$ cat src/rtl/rf_wb_arbiter.sv
// rf_wb_arbiter: write-side front end of the register file.
// Merges in-order pipeline writeback (always wins) with buffered
// long-latency results (drained in idle slots) onto the single RF write
// port. It also keeps a busy scoreboard of destinations with long-latency
// results still outstanding.
module rf_wb_arbiter #(
    parameter int DEPTH = 4,
    parameter int AW    = 2
) (
    input  logic          clk,
    input  logic          rst,
    // in-order pipeline writeback, no backpressure
    input  logic          pipe_we,
    input  logic [4:0]    pipe_waddr,
    input  logic [31:0]   pipe_wdata,
    // long-latency result offer
    input  logic          lu_valid,
    output logic          lu_ready,
    input  logic [4:0]    lu_waddr,
    input  logic [31:0]   lu_wdata,
    // long-latency issue (marks the destination busy)
    input  logic          issue_valid,
    input  logic [4:0]    issue_waddr,
    // RF write port
    output logic          rf_we,
    output logic [4:0]    rf_waddr,
    output logic [31:0]   rf_wdata,
    // status
    output logic [31:0]   busy_mask,
    output logic [AW:0]   fifo_count,
    output logic          sb_err
);

    localparam logic [AW:0] FULL_COUNT = (AW + 1)'(DEPTH);
    localparam logic [AW:0] ONE_COUNT  = (AW + 1)'(1);
    localparam logic [AW-1:0] ONE_PTR  = AW'(1);

    // ------------------------------------------------------------------
    // Result FIFO storage and pointers
    // ------------------------------------------------------------------
    logic [4:0]    addr_mem_q [DEPTH];
    logic [31:0]   data_mem_q [DEPTH];

    logic [AW-1:0] wr_ptr_q, wr_ptr_d;
    logic [AW-1:0] rd_ptr_q, rd_ptr_d;
    logic [AW:0]   count_q, count_d;

    logic          fifo_full;
    logic          fifo_empty;
    logic          push;
    logic          pop;
    logic          pipe_sel;
    logic [4:0]    head_addr;
    logic [31:0]   head_data;

    // Output stage registers
    logic          rf_we_q, rf_we_d;
    logic [4:0]    rf_waddr_q, rf_waddr_d;
    logic [31:0]   rf_wdata_q, rf_wdata_d;

    // Scoreboard
    logic [31:0]   busy_q, busy_d;
    logic [31:0]   set_vec;
    logic [31:0]   clr_vec;
    logic          issue_set;
    logic          head_clr;
    logic          sb_err_q, sb_err_d;

    // Accept/drain decisions come from registered occupancy only, so a pop
    // in the same cycle never opens the door for a push into a full FIFO.
    assign fifo_full  = (count_q == FULL_COUNT);
    assign fifo_empty = (count_q == '0);
    assign lu_ready   = !rst && !fifo_full;
    assign push       = lu_valid && lu_ready;

    // Writes to $0 are dropped, so they never take the write port from the FIFO.
    assign pipe_sel   = pipe_we && (pipe_waddr != 5'd0);
    assign pop        = !pipe_sel && !fifo_empty;

    assign head_addr  = addr_mem_q[rd_ptr_q];
    assign head_data  = data_mem_q[rd_ptr_q];

    // FIFO storage write; no reset needed since occupancy gates every read
    always_ff @(posedge clk) begin
        if (push) begin
            addr_mem_q[wr_ptr_q] <= lu_waddr;
            data_mem_q[wr_ptr_q] <= lu_wdata;
        end
    end

    // Next-state for pointers and occupancy; pointers wrap modulo DEPTH
    always_comb begin
        wr_ptr_d = wr_ptr_q;
        rd_ptr_d = rd_ptr_q;
        count_d  = count_q;
        if (push) begin
            wr_ptr_d = wr_ptr_q + ONE_PTR;
        end
        if (pop) begin
            rd_ptr_d = rd_ptr_q + ONE_PTR;
        end
        case ({push, pop})
            2'b10:   count_d = count_q + ONE_COUNT;
            2'b01:   count_d = count_q - ONE_COUNT;
            default: count_d = count_q;
        endcase
    end

    // Pointer and occupancy registers
    always_ff @(posedge clk) begin
        if (rst) begin
            wr_ptr_q <= '0;
            rd_ptr_q <= '0;
            count_q  <= '0;
        end else begin
            wr_ptr_q <= wr_ptr_d;
            rd_ptr_q <= rd_ptr_d;
            count_q  <= count_d;
        end
    end

    // ------------------------------------------------------------------
    // Arbitration and registered output stage
    // ------------------------------------------------------------------

    // Select the pipeline first, then the FIFO head; address/data hold when idle
    always_comb begin
        rf_we_d    = 1'b0;
        rf_waddr_d = rf_waddr_q;
        rf_wdata_d = rf_wdata_q;
        if (pipe_sel) begin
            rf_we_d    = 1'b1;
            rf_waddr_d = pipe_waddr;
            rf_wdata_d = pipe_wdata;
        end else if (pop) begin
            // A $0 entry still drains, but must not write the register file
            rf_we_d    = (head_addr != 5'd0);
            rf_waddr_d = head_addr;
            rf_wdata_d = head_data;
        end
    end

    // Output stage registers
    always_ff @(posedge clk) begin
        if (rst) begin
            rf_we_q    <= 1'b0;
            rf_waddr_q <= '0;
            rf_wdata_q <= '0;
        end else begin
            rf_we_q    <= rf_we_d;
            rf_waddr_q <= rf_waddr_d;
            rf_wdata_q <= rf_wdata_d;
        end
    end

    assign rf_we      = rf_we_q;
    assign rf_waddr   = rf_waddr_q;
    assign rf_wdata   = rf_wdata_q;
    assign fifo_count = count_q;

    // ------------------------------------------------------------------
    // Busy scoreboard
    // ------------------------------------------------------------------
    assign issue_set = issue_valid && (issue_waddr != 5'd0);
    assign head_clr  = pop && (head_addr != 5'd0);

    // Per-register set/clear decode; a set in the same cycle beats a clear
    generate
        for (genvar gi = 0; gi < 32; gi++) begin : g_busy
            assign set_vec[gi] = issue_set && (issue_waddr == 5'(gi));
            assign clr_vec[gi] = head_clr  && (head_addr   == 5'(gi));
            assign busy_d[gi]  = set_vec[gi] | (busy_q[gi] & ~clr_vec[gi]);
        end
    endgenerate

    // Flag a second issue to a register whose result is still outstanding,
    // unless that result is draining this very cycle
    always_comb begin
        sb_err_d = sb_err_q;
        if (issue_set && busy_q[issue_waddr] &&
            !(head_clr && (head_addr == issue_waddr))) begin
            sb_err_d = 1'b1;
        end
    end

    // Scoreboard and sticky error registers
    always_ff @(posedge clk) begin
        if (rst) begin
            busy_q   <= '0;
            sb_err_q <= 1'b0;
        end else begin
            busy_q   <= busy_d;
            sb_err_q <= sb_err_d;
        end
    end

    assign busy_mask = busy_q;
    assign sb_err    = sb_err_q;

endmodule

$ cat config.mk
export PLATFORM = sky130hd
export DESIGN_NAME = rf_wb_arbiter
export DESIGN_NICKNAME = d
export VERILOG_FILES = /design/src/rtl/rf_wb_arbiter.sv
export SDC_FILE = /design/constraint.sdc
export NUM_CORES = 1
export LEC_CHECK = 0
export BUFFER_PORTS_ARGS = -buffer_cell sky130_fd_sc_hd__buf_2
export CELL_PAD_IN_SITES_DETAIL_PLACEMENT = 0
export CELL_PAD_IN_SITES_GLOBAL_PLACEMENT = 1
export CORE_MARGIN = 2
export CORE_UTILIZATION = 45
export CTS_BUF_LIST = sky130_fd_sc_hd__clkbuf_4 sky130_fd_sc_hd__clkbuf_8
export DETAILED_ROUTE_END_ITERATION = 6
export GPL_TIMING_DRIVEN = 0
export PLACE_DENSITY_LB_ADDON = 0.3
export SLEW_MARGIN = 20
export SYNTH_ARGS = -nofsm -noshare
export SYNTH_HDL_FRONTEND = slang
export SYNTH_SLANG_ARGS = --single-unit
$ cat constraint.sdc
create_clock -name clk -period 3.95 [get_ports clk]
set_input_delay 0.395 -clock clk [delete_from_list [all_inputs] [get_ports clk]]
set_output_delay 0.395 -clock clk [all_outputs]
set_load 0.02 [all_outputs]
==> results.toml, run 1 <==
[run_status]
status = "finished, final reports clean"

[clock_tree]
root_buffer = "clkbuf_8"
numCtsBuffers = 37
clockBufferDepth = 3
cts_sinks = 228
cts_tree = "done"
cts_setup_buffers = 0
clkLatencyLatePin_ps = 530
cts_hold_buf = 0
cts_max_level = 2
post_cts_resize_count = 0
cts.clk_slew.worst_paths_ps = 60

[synthesis]
ys_ff_latch = 228
synth-async-reset-ratio_pct = 0
synthesis.area_um2 = 9160
synthesis.nets = 771
seq_area_frac_synth_pct = 66.0
synth-warning-count = 0
synth-main-ff-cell = "edfxtp_1"
avgSynthCellArea_um2 = 13.4
synth_edf_count = 148
syn_inst = 681
synth_cell_type_count = 45

[route]
drtIter0Drc = 480
drtAntennaViolNets = 0
vias = 6512
routedWlPerCell_um = 20.1
drc_errors = 0
via_per_inst = 5.53
drt_pre_antenna_iters = 5
wirelength_um = 23700

[worst_hold_path]
hp-start = "lu_wdata[0]"
whs_endpoint = "data_mem_q[1][0]$_DFFE_PP_"
hold_depth = 1
min_path_type = "input port to register"

[power]
vdd_drop_max_mv = 0.337
leakagePower_nw = 4.05
power.total_mw = 6.57
power.density_nw_per_um2 = 591

[placement]
place_area_um2 = 10300
place_congestion = 0.892
io_buffers = 154
dp_hpwl_um = 16400
placedCellCount = 1109

[global_routing]
antenna_found_initial = 2
grt_start_max_net_pins = 27
grt_usage_pct = 22.0
grt_remaining_overflow = 0
grt_pass1_wl_um = 36300
grt_pass1_vias = 6621

[sta]
min_period_over_period_pct = 67.9
fin_crit_ps = 2680
worstMarginPinSlew_ps = 744
report.final.slew_viol_count = 0
setup_viol_count_final = 0
relSlewSlack_pct = 50.4
rsz0062_at_grt = "no"
skew_ps = 21.3
hold_violations = 0
setup_tns_ps = 0
fmax_ghz = 0.373

[floorplanning]
core-area_um2 = 20100
die_w_um = 147
initial_core_util_pct = 45.5
fp.dieH_um = 147
ioPinCount = 159
die-area_um2 = 21500
rows = 52

[worst_setup_path]
cp_max_fo = 10
cp-end-kind = "register"
reg2reg_depth = 9
cp_data_arrival_time_ps = 3120
r2r_start = "fifo_count[0]$_SDFFE_PP0P_"
cp_data_required_time_ps = 4390
cp-start-kind = "register"
r2r_slack_ps = 1270
criticalPathCategory = "register to register"
r2r_end = "fifo_count[2]$_SDFFE_PP0P_"

[final_layout]
area_delta_synth_final_pct = 21.3
fill_cells = 1675
multiInputGateArea_um2 = 2880
fin_cells = 1178
fin_nets = 968
drive_gt1_share_pct = 30.9
fin_util_pct = 55.2
seqCellArea_um2 = 6050
final_area_um2 = 11100

[flow_run]
drv_cap = 0
==> final cells by class <==
cell class	count	share of cell area, %
Sequential cell	228	54.4
Clock buffer	54	6.02
Antenna cell	3	0.0676
Tap cell	270	3.04
Buffer	44	1.70
Multi-Input combinational cell	397	25.9
Inverter	12	0.406
Clock inverter	12	0.743
Timing Repair Buffer	158	7.66
==> per-layer routing <==
metal	global-route usage (%)	vias to the layer above	wire, µm
met4	6.60	0	518
met2	36.4	261	11700
met5	0	-	0
li1	-	2970	-
met3	5.75	48	1820
met1	28.6	3233	9680
==> per-stage QoR <==
stage | setup WS (ps) | hold slack, ps
final | 1270 | 85.8
after floorplan | 1330 | 485
after detailed placement | 849 | 470
after CTS | 1290 | 63.8
after global routing | 1130 | 64.1
after global placement | 623 | 464
==> flip-flops by register name, summed over array words and instances, names as in the netlist, named ones only <==
name        count
rf_wdata       32
wr_ptr_q        2
data_mem_q    128
fifo_count      3
rd_ptr_q        2
rf_we           1
rf_waddr        5
addr_mem_q     20
sb_err          1
busy_mask      32
==> power by group <==
| group | switching, mW | leakage (nW) | total, mW | internal, mW |
|---|---|---|---|---|
| Combinational | 1.10 | 1.66 | 1.71 | 0.610 |
| Clock | 0.898 | 0.393 | 2.05 | 1.15 |
| Sequential | 0.0852 | 2.00 | 2.81 | 2.73 |
| Total | 2.08 | 4.05 | 6.57 | 4.49 |
==> Yosys cell counts, drive strengths merged, types with 5 or more instances <==
cell,instances,area (µm²)
nor2,58,218
o21ai,26,141
and3,5,31.3
a311oi,35,307
dfxtp,80,1600
buf,17,86.3
ha,5,62.6
mux2i,8,80.1
nand2,117,439
xnor2,6,52.6
mux4,41,923
edfxtp,148,4440
inv,12,45.0
nand3,5,30.0
clkbuf,27,103
o31ai,12,90.1
nand4,5,31.3
a21oi,34,170
==> kinds of logic (layout without fill, tap and decap cells) <==
| group | Yosys count | after routing | share of synthesized area (%) |
|---|---|---|---|
| XOR/XNOR | 9 | 9 | 0.861 |
| flip-flops | 228 | 228 | 66.0 |
| buffers and inverters | 56 | 280 | 2.56 |
| other | 0 | 3 | 0 |
| AO/OA/AOI/OAI | 119 | 119 | 8.80 |
| multiplexers | 50 | 50 | 11.1 |
| adder cells (fa/ha/maj) | 6 | 6 | 0.902 |
| AND/OR/NAND/NOR | 213 | 213 | 9.76 |
==> cell usage in the layout, fill, tap and decap left out, types with 25 or more instances in the layout <==
| cell type | n |
|---|---|
| mux4_2 | 41 |
| clkbuf_8 | 42 |
| buf_2 | 166 |
| nor2_1 | 58 |
| edfxtp_1 | 148 |
| a311oi_1 | 35 |
| nand2_1 | 117 |
| a21oi_1 | 34 |
| clkbuf_1 | 26 |
| dfxtp_1 | 80 |
| o21ai_0 | 25 |
==> worst max-delay path, cell delays in order, from the launching register on <==
cell,delay [ps]
dfxtp_1,410
or3_1,160
clkbuf_1,430
and2_1,320
ha_1,220
inv_1,60
fa_1,370
xor2_1,160
or3_1,310
a21oi_1,170
==> worst max path at each step <==
stage                                     from  cells past startpoint                     endpoint
CTS                 fifo_count[0]$_SDFFE_PP0P_                      9   fifo_count[2]$_SDFFE_PP0P_
global placement                           rst                      3  data_mem_q[1][29]$_DFFE_PP_
finish              fifo_count[0]$_SDFFE_PP0P_                      9   fifo_count[2]$_SDFFE_PP0P_
floorplan                        pipe_waddr[0]                      9   fifo_count[2]$_SDFFE_PP0P_
detailed placement               pipe_waddr[0]                     10   fifo_count[2]$_SDFFE_PP0P_
global route        fifo_count[0]$_SDFFE_PP0P_                      9   fifo_count[2]$_SDFFE_PP0P_
Power figures use the tool's default switching activity.
==> inputs of run 2 (changes only) <==
ABC_AREA = 1   (was not set)
clock period = 2.6 ns   (was 3.95 ns; I/O delays follow)
==> run 2 against run 1 <==
Effect of this change:
- sequential power rose by 53%
- largest cell class unchanged
- worst hold slack got worse by 68 ps
- synthesized area rose by 4.1%
==> results.toml, run 2 <==
[route]
vias = 7969
via_per_inst = 5.15
wirelength_um = 26400
drt_pre_antenna_iters = 5
drc_errors = 0
routedWlPerCell_um = 17.1
drtAntennaViolNets = 0
drtIter0Drc = 505

[synthesis]
avgSynthCellArea_um2 = 9.79
ys_ff_latch = 228
synth-async-reset-ratio_pct = 0
synth_edf_count = 148
syn_inst = 973
synth-main-ff-cell = "edfxtp_1"
yosysMostFrequentCell = "nand2_1"
seq_area_frac_synth_pct = 63.5
synth_commonest_cells = "nand2_1 (232), edfxtp_1 (148), o21ai_0 (120), nor2_1 (110), dfxtp_1 (80)"
synthesis.area_um2 = 9530
synth-warning-count = 0
synthesis.nets = 1063
synthDominantCellAreaShare_pct = 46.6
yosysTopAreaCell = "edfxtp_1"
synth_cell_type_count = 34
synthTopCellsByArea = "edfxtp_1 (47%), dfxtp_1 (17%), nand2_1 (9.1%), o21ai_0 (6.3%), nor2_1 (4.3%)"

[worst_setup_path]
path_cells = "inv_1, a31oi_1, nand2_1, ha_1, inv_1, fa_1, a21oi_1, o21ai_0, o21ai_0, a21oi_1"
startpoint = "fifo_count[0]$_SDFFE_PP0P_"
criticalPathCategory = "register to register"
critical-path-max-stage-delay_ps = 460
r2r_start = "fifo_count[0]$_SDFFE_PP0P_"
cp_slowest_cell = "nand2_1"
endpoint = "fifo_count[2]$_SDFFE_PP0P_"
r2r_slack_ps = 270
cp-start-kind = "register"
r2r_end = "fifo_count[2]$_SDFFE_PP0P_"
cp_data_arrival_time_ps = 2750
reg2reg_depth = 10
cp-end-kind = "register"
cp_max_fo = 9
cp_data_required_time_ps = 3010

[sta]
min_period_over_period_pct = 89.7
setup_tns_ps = 0
rsz0062_at_grt = "no"
relSlewSlack_pct = 35.9
worstMarginPinSlew_ps = 954
hold_violations = 0
setup_viol_count_final = 0
fin_crit_ps = 2330
fmax_ghz = 0.429
skew_ps = 18.2
report.final.slew_viol_count = 0

[clock_tree]
clkLatencyLatePin_ps = 530
cts.clk_slew.worst_paths_ps = 60
root_buffer = "clkbuf_8"
numCtsBuffers = 39
post_cts_resize_count = 0
clockBufferDepth = 3
cts_sinks = 228
cts_max_level = 2
cts_tree = "done"

[floorplanning]
rows = 53
initial_core_util_pct = 45.6
ioPinCount = 159
core-area_um2 = 20900
fp.dieH_um = 150
die-area_um2 = 22400
die_w_um = 150

[final_layout]
final_common_cell = "nand2_1"
largest_reg_flops = 128
fin_cells = 1546
final_cell_mix = "nand2_1 (232), buf_2 (169), edfxtp_1 (148), o21ai_0 (120), nor2_1 (106)"
fill_cells = 1858
fin_nets = 1331
diodes = 0
area_delta_synth_final_pct = 30.1
seqCellArea_um2 = 6050
top_register = "data_mem_q"
multiInputGateArea_um2 = 3080
drive_gt1_share_pct = 22.8
fin_util_pct = 59.3

[placement]
io_buffers = 155
place_congestion = 0.853
placedCellCount = 1410
dp_hpwl_um = 18200

[global_routing]
antenna_found_initial = 0
grt_remaining_overflow = 0
grt_pass1_vias = 7745
grt_start_max_net_pins = 21
grt_pass1_wl_um = 40400
grt_usage_pct = 23.6

[power]
leakagePower_nw = 4.90
vdd_drop_max_mv = 0.500
power.density_nw_per_um2 = 874

[worst_hold_path]
hold_depth = 3
hp-start = "pipe_wdata[29]"
min_path_type = "input port to register"

[flow_run]
drv_cap = 0

[run_status]
status = "finished, final reports clean"
==> run 2: cell types whose count changed after synthesis, sizes merged, moves of 8 or more <==
cell / change
nand2: +122
o21ai: +109
nor2: +55
mux4: -41
a311oi: -35
inv: +33
nand3: +33
o22ai: +32
a21oi: +22
a31oi: +17
o31ai: -12
buf: +8
mux2i: -8
==> run 2: how the worst min path moves through the flow <==
stage / endpoint
CTS: rf_wdata[24]$_SDFFE_PP0P_
finish: rf_wdata[29]$_SDFFE_PP0P_
global route: rf_wdata[29]$_SDFFE_PP0P_
detailed placement: busy_mask[0]$_SDFF_PP0_
global placement: busy_mask[0]$_SDFF_PP0_
floorplan: addr_mem_q[0][0]$_DFFE_PP_
==> run 2: per-stage QoR <==
stage	setup WS (ps)	power (mW)	hold slack, ps	instance area, µm²
final	267	10.8	18.0	12400
after global routing	93.4	11.4	10.3	12400
after CTS	274	10.9	0.382	12400
after detailed placement	12.8	7.27	430	10900
after global placement	-748	7.21	430	10700
after floorplan	-294	6.24	359	9540
==> run 2: cells by family after synthesis <==
family | Yosys count | synth area share (%)
flip-flops | 228 | 63.5
AO/OA/AOI/OAI | 243 | 13.8
adder cells (fa/ha/maj) | 6 | 0.867
AND/OR/NAND/NOR | 399 | 17.3
buffers and inverters | 97 | 4.52
==> run 2: per-layer routing <==
metal  part of all wire, %  vias up  routed length (µm)  GRT usage, %
li1                      -     3913                   -             -
met1                    42     3717               11100          30.2
met2                    49      283               12900          40.3
met3                   6.7       56                1750          3.72
met4                   2.6        0                 687          9.10
met5                     0        -                   0             0
==> run 2: repair_timing <==
item	4_1_cts	5_1_grt
hold buffers	65	0
endpoints found under the hold margin	176	0
buffers inserted	0	0
endpoints found under the setup margin	0	0
==> run 2: worst max-delay path, delay by kind of cell, from the launching register on <==
| kind | cells | cell delay [ps] |
|---|---|---|
| buffers and inverters | 2 | 210 |
| flip-flops | 1 | 340 |
| AO/OA/AOI/OAI | 5 | 570 |
| AND/OR/NAND/NOR | 1 | 460 |
| adder cells (fa/ha/maj) | 2 | 640 |
==> run 2: final cells by class <==
class                           instances  share of cell area [%]
Sequential cell                       228                    48.8
Multi-Input combinational cell        648                    24.9
Clock buffer                           54                    5.59
Inverter                               46                    1.39
Clock inverter                         17                    1.56
Timing Repair Buffer                  227                    13.0
Tap cell                              275                    2.78
Buffer                                 51                    2.08
==> run 2: where the power goes <==
part	internal, mW	switching (mW)
Sequential	4.17	0.145
Combinational	0.921	2.05
Clock	2.14	1.41
==> inputs of run 3 (changes only) <==
ABC_AREA = 0   (was 1)
==> run 3 against run 2 <==
Effect of this change:
- critical path depth fell by 2
- setup slack got worse by 92 ps
- register-to-register slack got worse by 90 ps
- worst hold slack improved by 4.0 ps
- count of clock-buffer cells in the layout rose by 2
- non-clock buffer count fell by 39
- combinational power fell by 11%
- flip-flop and latch count did not move
==> results.toml, run 3 (synthesized netlist as in run 1, its figures left out) <==
[route]
wirelength_um = 23800
dr_wl_met3_um = 1650
drc_errors = 0
drt_pre_antenna_iters = 5
via_per_inst = 5.46
drtAntennaViolNets = 0
routed.top_layer = "met4"
routedWlPerCell_um = 19.7
dr_wl_met2_um = 11900
drtIter0Drc = 484
vias = 6610
wl_met1_um = 9880

[final_layout]
final_common_cell = "buf_2"
fin_nets = 1005
final_cell_mix = "buf_2 (166), edfxtp_1 (148), nand2_1 (117), dfxtp_1 (80), nor2_1 (58)"
fill_cells = 1669
drive_gt1_share_pct = 30.1
area_delta_synth_final_pct = 26.0
fin_cells = 1211
largest_reg_flops = 128
diodes = 0
top_register = "data_mem_q"

[sta]
skew_ps = 9.20
hold_violations = 0
worstMarginPinSlew_ps = 1030
rsz0062_at_grt = "no"
setup_ws_ps = 175
setup_viol_count_final = 0
min_period_over_period_pct = 93.3
relSlewSlack_pct = 31.5
fmax_ghz = 0.412
report.final.slew_viol_count = 0
fin_crit_ps = 2430

[placement]
placedCellCount = 1108
dp_hpwl_um = 16200
dp_slack_ps = -335
io_buffers = 154
place_congestion = 0.892

[power]
pwr-share-seq_pct = 41.9
vdd_drop_max_mv = 0.418
p_comb_share_pct = 25.8
p_int_mw = 7.01
leakagePower_nw = 4.24
p_clk_share_pct = 32.4
power.share.switching_pct = 31.2
p_switching_mw = 3.18
power.density_nw_per_um2 = 884

[global_routing]
grt_pass1_vias = 6759
grt_start_max_net_pins = 38
grt_remaining_overflow = 0
antenna_found_initial = 0
grt_usage_pct = 21.9
grt_pass1_wl_um = 36700

[clock_tree]
cts_max_level = 2
cts_tree = "done"
cts_sinks = 228
root_buffer = "clkbuf_8"
cts_setup_buffers = 0
numCtsBuffers = 37
clockBufferDepth = 3
clkLatencyLatePin_ps = 520
cts.clk_slew.worst_paths_ps = 60

[worst_setup_path]
cp-start-kind = "register"
cp_common_cell = "or3_1"
cp-end-kind = "register"
cp_max_fo = 10
cp_slowest_cell = "dfxtp_1"
criticalPathCategory = "register to register"
cp_data_arrival_time_ps = 2870
critical-path-max-stage-delay_ps = 410
cp_data_required_time_ps = 3050
path_cells = "or3_1, and2_1, ha_1, inv_1, fa_1, xor2_1, or3_1, a21oi_1"

[floorplanning]
core-area_um2 = 20100
initial_core_util_pct = 45.5
rows = 52
die_w_um = 147
die-area_um2 = 21500
ioPinCount = 159
fp.dieH_um = 147

[flow_run]
drv_cap = 0

[run_status]
status = "finished, final reports clean"

[worst_hold_path]
min_path_type = "input port to register"
## run 3: cell count changes in the layout (fill, tap and decap cells not counted), sizes merged, moves of 26 or more
cell / delta
o21ai: -109
dlygate4sd3: -26
a311oi: +35
nand3: -33
nand2: -122
inv: -33
nor2: -55
mux4: +41
o22ai: -32
## run 3: layout make-up
cell class | count | area, µm² | share of cell area [%]
Buffer | 43 | 185 | 1.61
Clock buffer | 56 | 696 | 6.03
Clock inverter | 9 | 100 | 0.868
Inverter | 12 | 45.0 | 0.391
Multi-Input combinational cell | 397 | 2880 | 25.0
Sequential cell | 228 | 6050 | 52.4
Tap cell | 270 | 338 | 2.93
Timing Repair Buffer | 196 | 1240 | 10.8
## run 3: final timing paths
kind,start,endpoint,slack (ps),cells after the start
worst min-delay path,pipe_wdata[5],rf_wdata[5]$_SDFFE_PP0P_,20,3
worst max-delay path,fifo_count[0]$_SDFFE_PP0P_,fifo_count[2]$_SDFFE_PP0P_,170,8
worst min register to register,rf_wdata[5]$_SDFFE_PP0P_,rf_wdata[5]$_SDFFE_PP0P_,470,2
worst max register to register,fifo_count[0]$_SDFFE_PP0P_,fifo_count[2]$_SDFFE_PP0P_,170,8
## run 3: power by group through the flow
| stage | registers, mW | clock network, mW | logic (mW) |
|---|---|---|---|
| 2_1_floorplan | 4.50 | 0 | 1.56 |
| 3_3_place_gp | 4.33 | 0 | 2.55 |
| 3_5_place_dp | 4.34 | 0 | 2.60 |
| 4_1_cts | 4.27 | 3.35 | 2.65 |
| 5_1_grt | 4.30 | 3.52 | 2.85 |
| 6_report | 4.27 | 3.30 | 2.63 |
## run 3: repair_timing
action | 4_1_cts | 5_1_grt
hold buffers | 39 | 0
endpoints found under the setup margin | 1 | 0
endpoints found under the hold margin | 150 | 0
gates resized for setup | 0 | 0
## run 3: routing by layer
layer  vias up  global-route usage (%)
li1       3034                       -
met1      3275                    28.5
met2       262                    37.3
met3        39                    4.69
met4         0                    6.50
met5         -                       0
## run 3: critical path, delay by kind of cell, from the launching register on
kind | cells | cell delay, ps
adders and majority gates | 2 | 580
DFF | 1 | 410
buffers and inverters | 1 | 60
AOI/OAI and AO/OA | 1 | 130
and+or+nand+nor | 3 | 1000
xor gates and xnor gates | 1 | 150
## run 3: stage by stage
step / utilization [%] / setup TNS [ps] / hold slack, ps / power [mW] / instance area [µm²]
floorplan: - / 0 / 359 / 6.06 / 9160
global placement: 51.1 / -59580 / 464 / 6.88 / 10300
detailed placement: 51.5 / -442 / 471 / 6.94 / 10400
CTS: 57.4 / 0 / 1.09 / 10.3 / 11500
global route: 57.4 / 0 / 12.3 / 10.7 / 11500
finish: 57.4 / 0 / 22.0 / 10.2 / 11500
